File: config.mk
export PLATFORM = sky130hd
export DESIGN_NAME = start_sequencer
export DESIGN_NICKNAME = d
export VERILOG_FILES = /design/src/rtl/start_sequencer.sv
export SDC_FILE = /design/constraint.sdc
export NUM_CORES = 1
export LEC_CHECK = 0
export CAP_MARGIN = 10
export CORE_AREA = 2 2 69 71
export DETAILED_ROUTE_END_ITERATION = 8
export DIE_AREA = 0 0 71 73
export HOLD_SLACK_MARGIN = 0.06
export SLEW_MARGIN = 10
export SYNTH_ARGS = -nofsm -noshare
export SYNTH_HDL_FRONTEND = slang
export SYNTH_SLANG_ARGS = --single-unit
export TNS_END_PERCENT = 20
File: constraint.sdc
create_clock -name clk_i -period 5.2 [get_ports clk_i]
set_clock_uncertainty 0.15 [all_clocks]
set_input_delay 1.04 -clock clk_i [delete_from_list [all_inputs] [get_ports clk_i]]
set_output_delay 1.04 -clock clk_i [all_outputs]
set_load 0.05 [all_outputs]
File: src/rtl/start_sequencer.sv
// start_sequencer: request FIFO feeding a start/done delay stage.
// Each queued hold length is replayed as a start level of that many cycles.
// The block then waits for the stage's done pulse, counts the completion,
// and idles for one gap cycle so the stage re-arms before the next request.
// Optional build macro: START_SEQ_WATCHDOG_EN adds a WAIT-state timeout that
// pulses err and abandons the transaction without counting it.
//
// state   | meaning
// --------+---------------------------------------------------------------
// S_IDLE  | start low; pops the FIFO head when one is available
// S_DRIVE | start high; len_cnt_q counts the remaining hold cycles
// S_WAIT  | start low; waiting for the stage's done pulse
// S_GAP   | start low for one cycle so the stage returns to idle

module start_sequencer #(
  parameter int N     = 3,
  parameter int DEPTH = 4,
  parameter int CNT_W = 8
) (
  input  logic             clk_i,
  input  logic             reset_i,
  input  logic             req_valid_i,
  input  logic [N-1:0]     req_len_i,
  output logic             req_ready_o,
  output logic             start_o,
  input  logic             done_i,
  output logic             busy_o,
  output logic [CNT_W-1:0] done_cnt_o,
  output logic             trunc_o,
  output logic             err_o
);

  localparam int AW = $clog2(DEPTH);
  localparam logic [N-1:0]     LEN_ONE = {{(N-1){1'b0}}, 1'b1};
  localparam logic [CNT_W-1:0] CNT_ONE = {{(CNT_W-1){1'b0}}, 1'b1};

  typedef enum logic [1:0] {
    S_IDLE,
    S_DRIVE,
    S_WAIT,
    S_GAP
  } state_t;

  logic [N-1:0]     mem_q [DEPTH];
  logic [AW:0]      wr_ptr_q, wr_ptr_d;
  logic [AW:0]      rd_ptr_q, rd_ptr_d;
  logic             fifo_empty;
  logic             fifo_full;
  logic             push;
  logic             pop;
  logic [N-1:0]     head;

  state_t           state_q;
  logic [N-1:0]     len_cnt_q;
  logic             start_q;
  logic             trunc_q;
  logic [CNT_W-1:0] done_cnt_q;

  // Pointers carry one extra wrap bit so full and empty are distinguishable.
  assign fifo_empty = (wr_ptr_q == rd_ptr_q);
  assign fifo_full  = (wr_ptr_q[AW] != rd_ptr_q[AW]) &&
                      (wr_ptr_q[AW-1:0] == rd_ptr_q[AW-1:0]);
  assign push       = req_valid_i && !fifo_full;
  assign pop        = (state_q == S_IDLE) && !fifo_empty;
  assign head       = mem_q[rd_ptr_q[AW-1:0]];

  // Next pointer values from this cycle's push and pop.
  always_comb begin
    wr_ptr_d = wr_ptr_q;
    rd_ptr_d = rd_ptr_q;
    if (push) wr_ptr_d = wr_ptr_q + 1'b1;
    if (pop)  rd_ptr_d = rd_ptr_q + 1'b1;
  end

  // FIFO pointer registers; reset flushes any queued requests.
  always_ff @(posedge clk_i) begin
    if (reset_i) begin
      wr_ptr_q <= '0;
      rd_ptr_q <= '0;
    end else begin
      wr_ptr_q <= wr_ptr_d;
      rd_ptr_q <= rd_ptr_d;
    end
  end

  // FIFO storage; contents are don't-care until written.
  always_ff @(posedge clk_i) begin
    if (push) mem_q[wr_ptr_q[AW-1:0]] <= req_len_i;
  end

`ifdef START_SEQ_WATCHDOG_EN
  // done must arrive within 2^N+2 WAIT cycles; the counter holds cycles already spent.
  localparam int              WD_LIMIT = (1 << N) + 2;
  localparam logic [N+1:0]    WD_LAST  = (N+2)'(WD_LIMIT - 1);
  logic [N+1:0]               wd_q;
  logic                       err_q;
`endif

  // Sequencing FSM with registered start, trunc, err and completion count.
  always_ff @(posedge clk_i) begin
    if (reset_i) begin
      state_q    <= S_IDLE;
      len_cnt_q  <= '0;
      start_q    <= 1'b0;
      trunc_q    <= 1'b0;
      done_cnt_q <= '0;
`ifdef START_SEQ_WATCHDOG_EN
      wd_q       <= '0;
      err_q      <= 1'b0;
`endif
    end else begin
      trunc_q <= 1'b0;
`ifdef START_SEQ_WATCHDOG_EN
      err_q   <= 1'b0;
`endif
      case (state_q)
        S_IDLE: begin
          if (!fifo_empty) begin
            len_cnt_q <= (head == '0) ? LEN_ONE : head;
            start_q   <= 1'b1;
            state_q   <= S_DRIVE;
          end
        end
        S_DRIVE: begin
          // A done while still driving means the stage timed out first.
          if (done_i) begin
            start_q    <= 1'b0;
            trunc_q    <= 1'b1;
            done_cnt_q <= done_cnt_q + CNT_ONE;
            state_q    <= S_GAP;
          end else if (len_cnt_q == LEN_ONE) begin
            start_q <= 1'b0;
            state_q <= S_WAIT;
`ifdef START_SEQ_WATCHDOG_EN
            wd_q    <= '0;
`endif
          end else begin
            len_cnt_q <= len_cnt_q - 1'b1;
          end
        end
        S_WAIT: begin
          if (done_i) begin
            done_cnt_q <= done_cnt_q + CNT_ONE;
            state_q    <= S_GAP;
          end
`ifdef START_SEQ_WATCHDOG_EN
          else if (wd_q == WD_LAST) begin
            err_q   <= 1'b1;
            state_q <= S_GAP;
          end else begin
            wd_q <= wd_q + 1'b1;
          end
`endif
        end
        S_GAP: begin
          state_q <= S_IDLE;
        end
        default: begin
          start_q <= 1'b0;
          state_q <= S_IDLE;
        end
      endcase
    end
  end

  assign req_ready_o = !fifo_full;
  assign start_o     = start_q;
  assign busy_o      = (state_q != S_IDLE) || !fifo_empty;
  assign done_cnt_o  = done_cnt_q;
  assign trunc_o     = trunc_q;
`ifdef START_SEQ_WATCHDOG_EN
  assign err_o       = err_q;
`else
  assign err_o       = 1'b0;
`endif

endmodule

* After elaboration in Yosys (flattened, before gate mapping)
Memories as Yosys holds them, arrays and structs flattened. A register that Yosys moved wholly into a read port is not among the register bits. Cells that the tools add are included.
Word-level totals: bits in writable memories 12, bits in registers 21, logic and storage cells 60, output and inout bits 13, memories kept 1
Memory list:
- mem_q | words 4, width 3, read ports 1, clocked after memory_dff 1, write ports 1, RTL line 44 | logic [N-1:0] mem_q [DEPTH];
Operators by class: equal/unequal tests 12, bitwise logic cells 1, reduce and logical (&&, ||, !) cells 16, $add $sub $neg 4, multiplexer cells 19
Operators by type and width (number):
- 2-bit 2-to-1 mux | 6
- 3-bit 2-to-1 mux | 4
- 8-bit by 1-bit adder with 8-bit output, second input constant | 1
- 2-bit inequality test, second input constant | 4
- 2-bit case mux with 4 select lines | 1
- 3-bit by 1-bit adder with 3-bit output, second input constant | 2
- 1-bit 2-to-1 mux | 6
- 3-bit case mux with 2 select lines | 1
- 3-bit AND reduction | 2
- 2-bit == test, second input constant | 2
- 4-bit AND reduction | 1
- 2-bit nonzero test | 2
- 2-bit OR reduction | 2
- 3-bit by 1-bit == test with 1-bit output, second input constant | 1
- 3-bit == test | 1
- 1-bit logical AND | 3
- 3-bit zero test | 1
- 3-bit inequality test, second input constant | 1
- 3-bit by 1-bit subtractor with 3-bit output, second input constant | 1
- 2-bit by 1-bit == test with 1-bit output, second input constant | 1
- 2-bit == test | 1
- 1-bit zero test | 2
- 2-bit zero test | 1
- 1-bit case mux with 2 select lines | 1
- other kinds (4) | 4

* Longest topological paths before layout
Gate-level depths: netlist (run 1).
depth in word-level cells 6, gate-level depth with buffers 7

* Worst setup path after synthesis (run 1)
Ideal clock, no wire load.
kind register -> output, from register state_q[0], to output busy_o, path slack 2.581 ns, path buffers 0, arrival time 1.429 ns, stages on the path, launching flop included 6, cell sequence dfxtp_1 inv_1 ha_1 inv_1 nor4_4 inv_1
Between the ends: word-level cells in the longest chain between the ends 2
RTL lines:
- start: declaration | RTL line 53 | state_t state_q;
- start signal: assignment | RTL line 102 | state_q <= S_IDLE;
- start signal: assignment | RTL line 121 | state_q <= S_DRIVE;
- start signal: assignment | RTL line 130 | state_q <= S_GAP;
- 2-bit nonzero test | RTL line 168 | assign busy_o = (state_q != S_IDLE) || !fifo_empty;
- 1-bit logical OR | RTL line 168
- end: declaration | RTL line 27 | output logic busy_o,
Every way passes these cells.

* Worst setup path in the final report (run 1)
Same ends and word-level chain as after synthesis.

==> results_dict.tcl, run 1 <==
set metrics [dict create \
    run_status "complete, no violations" \
    clkLatencyLatePin_ns 0.28 \
    rows 25 \
    mappedNetlistArea_um2 1699 \
    dieArea_um2 5183 \
    coreArea_um2 4536 \
    worstPathRequired_ns 4.01 \
    detail_route.wirelength_mm 3.330 \
    grt_pass1_wl_mm 5.568 \
    grt_usage_pct 14.02 \
    clkSinkCount 35 \
    clock_tree.htree_level_count 2 \
    achievable_clock_frequency_mhz 267.6 \
    globalRoute.totalOverflow 0 \
    critical_path.endpoint_type "output pin" \
    yosys-top-cells-count "sky130_fd_sc_hd__dfxtp_1 (23), sky130_fd_sc_hd__nor2_1 (20), sky130_fd_sc_hd__edfxtp_1 (12), sky130_fd_sc_hd__inv_1 (12), sky130_fd_sc_hd__ha_1 (11)" \
    drt-initial-drc-count 86 \
    y_dimension_of_the_die_um 73 \
    synth.yosys.seq_area_share_pct 48.31 \
    worst-r2r-setup-slack_ns 3.12 \
    ports_placed_on_the_boundary 20 \
    post_synth_inst_count 159 \
    yosysUniqueCellTypes 39 \
    yosysTopAreaCell "sky130_fd_sc_hd__dfxtp_1" \
    route.vias.total 1224 \
    tritoncts "built" \
    ys_seq_elements 35 \
    chipWidth_um 71 \
    areaGrowthSynthToFinish_pct 18.48 \
    route.detailed.wl_per_inst_um 14.11 \
    final.setup.worst_slack_ns 1.463 \
    setup-tns-final_ns 0 \
    cts.repair_timing.setup_buffer_count 0 \
    cts_buffer_depth 2 \
    worstMarginPinSlew_ns 0.8544 \
    postRouteAntennaNets 0 \
    final_max_slew_viol_count 0 \
    grt_start_max_net_pins 23 \
    antenna_violations_before_repair 0 \
    synth_edf_count 12 \
    routabilityCongestion 0.8799 \
    numCtsBuffers 5 \
    synth_largest_type_area_fraction_pct 27.10 \
    clockPowerShare_pct 19.7 \
    max-vdd-ir-drop_mv 0.1443 \
    layout-drive-gt1-share_pct 8.242 \
    maxSlewHeadroom_pct 42.86 \
    hold_buffers 0 \
    postSynthAreaPerCell_um2 10.69 \
    ys.flop_type "sky130_fd_sc_hd__dfxtp_1" \
    final_nets 199 \
    ys_warn_count 0 \
    portbufs 18 \
    switching_pwr_w 0.0003578 \
    p_comb_share_pct 40.7 \
    synth_async_sr_flop_share_pct 0 \
    root_buffer "sky130_fd_sc_hd__clkbuf_8" \
    worst_hold_path_type "flip-flop to flip-flop" \
    drcViolationCount 0 \
    drv.max_cap_violation_count 0 \
    crit_fanout 9 \
    setup_repair_after_global_routing_missed_its_margin "no" \
    drt-pass1-iter-count 4 \
    cts.clk_slew.worst_paths_ns 0.07 \
    per_cell_via_count_in_the_routed_design 5.186 \
    post-route-min-period_ns 3.737 \
    pwr-share-seq_pct 39.7 \
    static-leakage-power_nw 0.7234 \
    power_switching_share_pct 38.59 \
    number_of_global_route_vias_before_repair 1213 \
    initial_core_util_pct 37.46 \
    most_frequently_used_cell_type_in_the_post_synthesis_netlist "sky130_fd_sc_hd__dfxtp_1" \
    intPower_w 0.0005694 \
    detailed_place.area_um2 1932 \
    worstPathArrival_ns 2.55 \
    num_antenna_cells 0 \
    final_area_um2 2013 \
    worst_setup_path_start_kind "flip-flop" \
    syn_nets 177 \
    period_share_pct 71.87 \
    critical_path_class "flip-flop to output pin" \
    post_synth_main_area_contributors "sky130_fd_sc_hd__dfxtp_1 (27%), sky130_fd_sc_hd__edfxtp_1 (21%), sky130_fd_sc_hd__ha_1 (8.1%)" \
    powerDensity_nw_per_um2 460.6 \
    hpwlAfterDp_mm 2.554 \
    timing.final.setup_violations 0 \
    post_cts.resized_instances 0 \
    hold_viol 0 \
    place_ws_ns 1.787 \
]
-- path summary, 6_finish.rpt --
| check | start | to | depth (start not counted) |
|---|---|---|---|
| max | state_q[0] | busy_o | 6 |
| min | start_o | start_o | 2 |
| max reg2reg | state_q[0] | len_cnt_q[0] | 7 |
| min reg2reg | start_o | start_o | 2 |
-- layer usage --
layer	GRT usage (%)	vias to the layer above	wire [µm]	share of wire (%)
met4	7.128	0	86	2.6
met1	17.16	590	1499	45
met3	4.006	10	115	3.5
met2	22.64	27	1628	49
li1	-	597	-	-
met5	0	-	0	0
-- final cells by class --
type | instances | area [µm²]
flip-flops and latches | 35 | 820.8
multi-input cells | 109 | 818.3
clock buffers | 7 | 76.32
inverters | 12 | 45.04
fillers | 424 | 2522
clock inverters | 1 | 5.005
repair buffers | 18 | 180.2
well taps | 54 | 67.56
-- worst max-delay path, stage by stage (launching register included) --
cell,delay (ns)
sky130_fd_sc_hd__dfxtp_1,0.33
sky130_fd_sc_hd__inv_1,0.10
sky130_fd_sc_hd__ha_1,0.24
sky130_fd_sc_hd__inv_1,0.14
sky130_fd_sc_hd__nor4_4,0.52
sky130_fd_sc_hd__inv_1,0.19
sky130_fd_sc_hd__clkdlybuf4s50_1,0.74
-- placed cells by master, fill, tap and decap left out, types with 3 or more instances in the layout --
cell / n
sky130_fd_sc_hd__dfxtp_1: 23
sky130_fd_sc_hd__nor2_1: 20
sky130_fd_sc_hd__clkdlybuf4s50_1: 18
sky130_fd_sc_hd__inv_1: 12
sky130_fd_sc_hd__edfxtp_1: 12
sky130_fd_sc_hd__ha_1: 11
sky130_fd_sc_hd__nand2_1: 8
sky130_fd_sc_hd__xnor2_1: 8
sky130_fd_sc_hd__nand3_1: 6
sky130_fd_sc_hd__a21oi_1: 6
sky130_fd_sc_hd__o21ai_0: 5
sky130_fd_sc_hd__clkbuf_8: 5
sky130_fd_sc_hd__xor2_1: 4
sky130_fd_sc_hd__xor2_2: 3
sky130_fd_sc_hd__and2_1: 3
sky130_fd_sc_hd__mux4_2: 3
-- through the flow --
step                std cells  utilization [%]  power (W)  hold WS, ns
floorplan                 159                -  0.0006473       0.3076
global route              236            44.39  0.0009924       0.3949
global placement          228            42.59  0.0007298       0.3327
CTS                       236            44.39  0.0009326       0.3596
finish                    236            44.39  0.0009272       0.3568
detailed placement        228            42.59  0.0007478       0.3497
-- cells by family after synthesis --
logic type / count (synthesis) / synth area share [%]
buf+inv: 15 / 3.535
flops: 35 / 48.31
other cells: 1 / 0.2207
xor+xnor: 15 / 9.058
simple gates: 51 / 15.24
compound gates: 26 / 10.38
fa+ha+maj: 11 / 8.100
mux: 5 / 5.154
-- flip-flops by register name (all words and copies together), names as in the netlist, named ones only --
name	cells
state_q	2
mem_q	12
done_cnt_o	8
trunc_o	1
len_cnt_q	3
wr_ptr_q	3
start_o	1
rd_ptr_q	3
-- power by group through the flow --
stage,registers [W],clock network [W],logic (W)
finish,0.000368,0.000182,0.000377
global route,0.000373,0.000203,0.000416
global placement,0.000371,0,0.000359
floorplan,0.000393,0,0.000254
CTS,0.000368,0.000188,0.000376
detailed placement,0.000374,0,0.000374
(Power assumes the default switching activity.)
==> run 2: changes to the inputs <==
- clock period: 5.2 -> 3.1 ns (I/O delays scaled with it)
==> run 2 against run 1 <==
Effect of this change:
- die area unchanged
- worst setup slack got worse by 1.2 ns
- critical endpoint is now req_ready_o
- sequential cell count is the same
- worst hold slack got worse by 0.0084 ns
- critical path depth decreased by 2
- clock-buffer cell count shrank 1
- global-route usage is 0.18 points higher
- via count is 0.65% higher
- sequential share of layout area fell by 0.28 points
- combinational power grew 69%
==> results_dict.tcl, run 2 (synthesized netlist as in run 1, its figures left out) <==
set metrics [dict create \
    num_antenna_cells 0 \
    finish.cell_count_without_fillers 237 \
    drcViolationCount 0 \
    worst_hold_path.endpoint "start_o" \
    clkLatencyLatePin_ns 0.29 \
    y_dimension_of_the_die_um 73 \
    grt_usage_pct 14.19 \
    portbufs 18 \
    drt-pass1-iter-count 4 \
    crit_fanout 5 \
    timing.critical_path.from "wr_ptr_q[0]" \
    route.vias.total 1232 \
    rows 25 \
    setup-tns-final_ns 0 \
    dieArea_um2 5183 \
    initial_core_util_pct 37.46 \
    final_max_slew_viol_count 0 \
    globalRoute.totalOverflow 0 \
    worst-r2r-setup-slack_ns 0.93 \
    hold-path-cell-count 2 \
    final_nets 200 \
    worstMarginPinSlew_ns 0.8323 \
    hpwlAfterDp_mm 2.531 \
    chipWidth_um 71 \
    reg2regPathDepth 7 \
    cts.repair_timing.setup_buffer_count 0 \
    setup_repair_after_global_routing_missed_its_margin "no" \
    critical_path_class "flip-flop to output pin" \
    achievable_clock_frequency_mhz 353.1 \
    areaGrowthSynthToFinish_pct 19.29 \
    max-vdd-ir-drop_mv 0.2218 \
    route.detailed.wl_per_inst_um 14.12 \
    worst_setup_path_start_kind "flip-flop" \
    clock_tree.htree_level_count 2 \
    total_power_of_the_final_layout_w 0.001573 \
    clkSinkCount 35 \
    post-route-min-period_ns 2.832 \
    grt_pass1_wl_mm 5.623 \
    post_cts.resized_instances 0 \
    worst_hold_slack_ns 0.3484 \
    worstPathRequired_ns 2.33 \
    run_status "complete, no violations" \
    layout_common_cells "sky130_fd_sc_hd__dfxtp_1 (23), sky130_fd_sc_hd__nor2_1 (20), sky130_fd_sc_hd__clkdlybuf4s50_1 (17), sky130_fd_sc_hd__inv_1 (12), sky130_fd_sc_hd__edfxtp_1 (12)" \
    cts.clk_slew.worst_paths_ns 0.07 \
    hold_buffers 0 \
    layout-drive-gt1-share_pct 9.290 \
    detailed_place.area_um2 1939 \
    drv.max_cap_violation_count 0 \
    drt-initial-drc-count 60 \
    layout_commonest_cell "sky130_fd_sc_hd__dfxtp_1" \
    r2r-end "state_q[0]" \
    reg2reg_from "state_q[1]" \
    worstPathArrival_ns 2.06 \
    static-leakage-power_nw 0.7340 \
    root_buffer "sky130_fd_sc_hd__clkbuf_8" \
    ports_placed_on_the_boundary 20 \
    cts_buffer_depth 2 \
    tritoncts "built" \
    final_area_um2 2027 \
    worst_hold_path_type "flip-flop to flip-flop" \
    coreArea_um2 4536 \
    placed_cells_incl_taps 229 \
    number_of_global_route_vias_before_repair 1235 \
    antenna_violations_before_repair 0 \
    numCtsBuffers 5 \
    largest_reg_flops 12 \
    postRouteAntennaNets 0 \
    grt_start_max_net_pins 23 \
    powerDensity_nw_per_um2 775.9 \
    maxSlewHeadroom_pct 44.34 \
    period_share_pct 91.36 \
    critical_path.endpoint_type "output pin" \
    hold_viol 0 \
    detail_route.wirelength_mm 3.347 \
    timing.final.setup_violations 0 \
    worst_min_path_start "start_o" \
    routabilityCongestion 0.8933 \
    per_cell_via_count_in_the_routed_design 5.198 \
]
run 2: cell types whose count changed in the layout (fill, tap and decap cells not counted):
| cell | change |
|---|---|
| sky130_fd_sc_hd__clkbuf_1 | -1 |
| sky130_fd_sc_hd__clkinvlp_4 | +1 |
| sky130_fd_sc_hd__clkdlybuf4s50_1 | -1 |
| sky130_fd_sc_hd__buf_4 | +1 |
| sky130_fd_sc_hd__dlymetal6s2s_1 | +1 |
run 2: power breakdown:
part / leakage (nW) / switching (W) / internal (W) / total, W
sequential: 0.298 / 0.0000705 / 0.000547 / 0.000617
clock: 0.0412 / 0.000163 / 0.000157 / 0.000319
combinational: 0.395 / 0.000377 / 0.000259 / 0.000636
run 2: per-layer routing:
metal	GRT usage, %	up-vias	part of all wire, %
met1	17.09	603	46
met5	0	-	0
met3	5.110	8	3.6
met2	23.26	21	48
li1	-	600	-
met4	5.660	0	1.8
run 2: cell type report:
| class | count | area [µm²] |
|---|---|---|
| fill | 421 | 2509 |
| sequential | 35 | 820.8 |
| multi-input combinational | 109 | 818.3 |
| timing repair buffer | 19 | 190.2 |
| clock buffer | 6 | 72.57 |
| tap | 54 | 67.56 |
| inverter | 12 | 45.04 |
| clock inverter | 2 | 12.51 |
run 2: critical path, cell delays in order, from the launching register on:
cell and delay, ns:
sky130_fd_sc_hd__dfxtp_1 0.48, sky130_fd_sc_hd__xor2_2 0.33, sky130_fd_sc_hd__nor2_1 0.09, sky130_fd_sc_hd__nand2_1 0.08
sky130_fd_sc_hd__clkdlybuf4s50_1 0.80
run 2: worst max path at each step:
stage / to / slack (ns) / cells after the start
2_1_floorplan: busy_o / 0.90 / 5
3_3_place_gp: busy_o / 0.49 / 6
3_5_place_dp: busy_o / 0.37 / 6
4_1_cts: busy_o / 0.06 / 6
5_1_grt: req_ready_o / 0.14 / 4
6_report: req_ready_o / 0.27 / 4
run 2: per-stage QoR:
step           util (%)  worst slack (ns)
3_3_place_gp      42.76            0.4850
6_report          44.69            0.2679
4_1_cts           44.63           0.06434
2_1_floorplan         -            0.9011
5_1_grt           44.69            0.1421
3_5_place_dp      42.76            0.3680
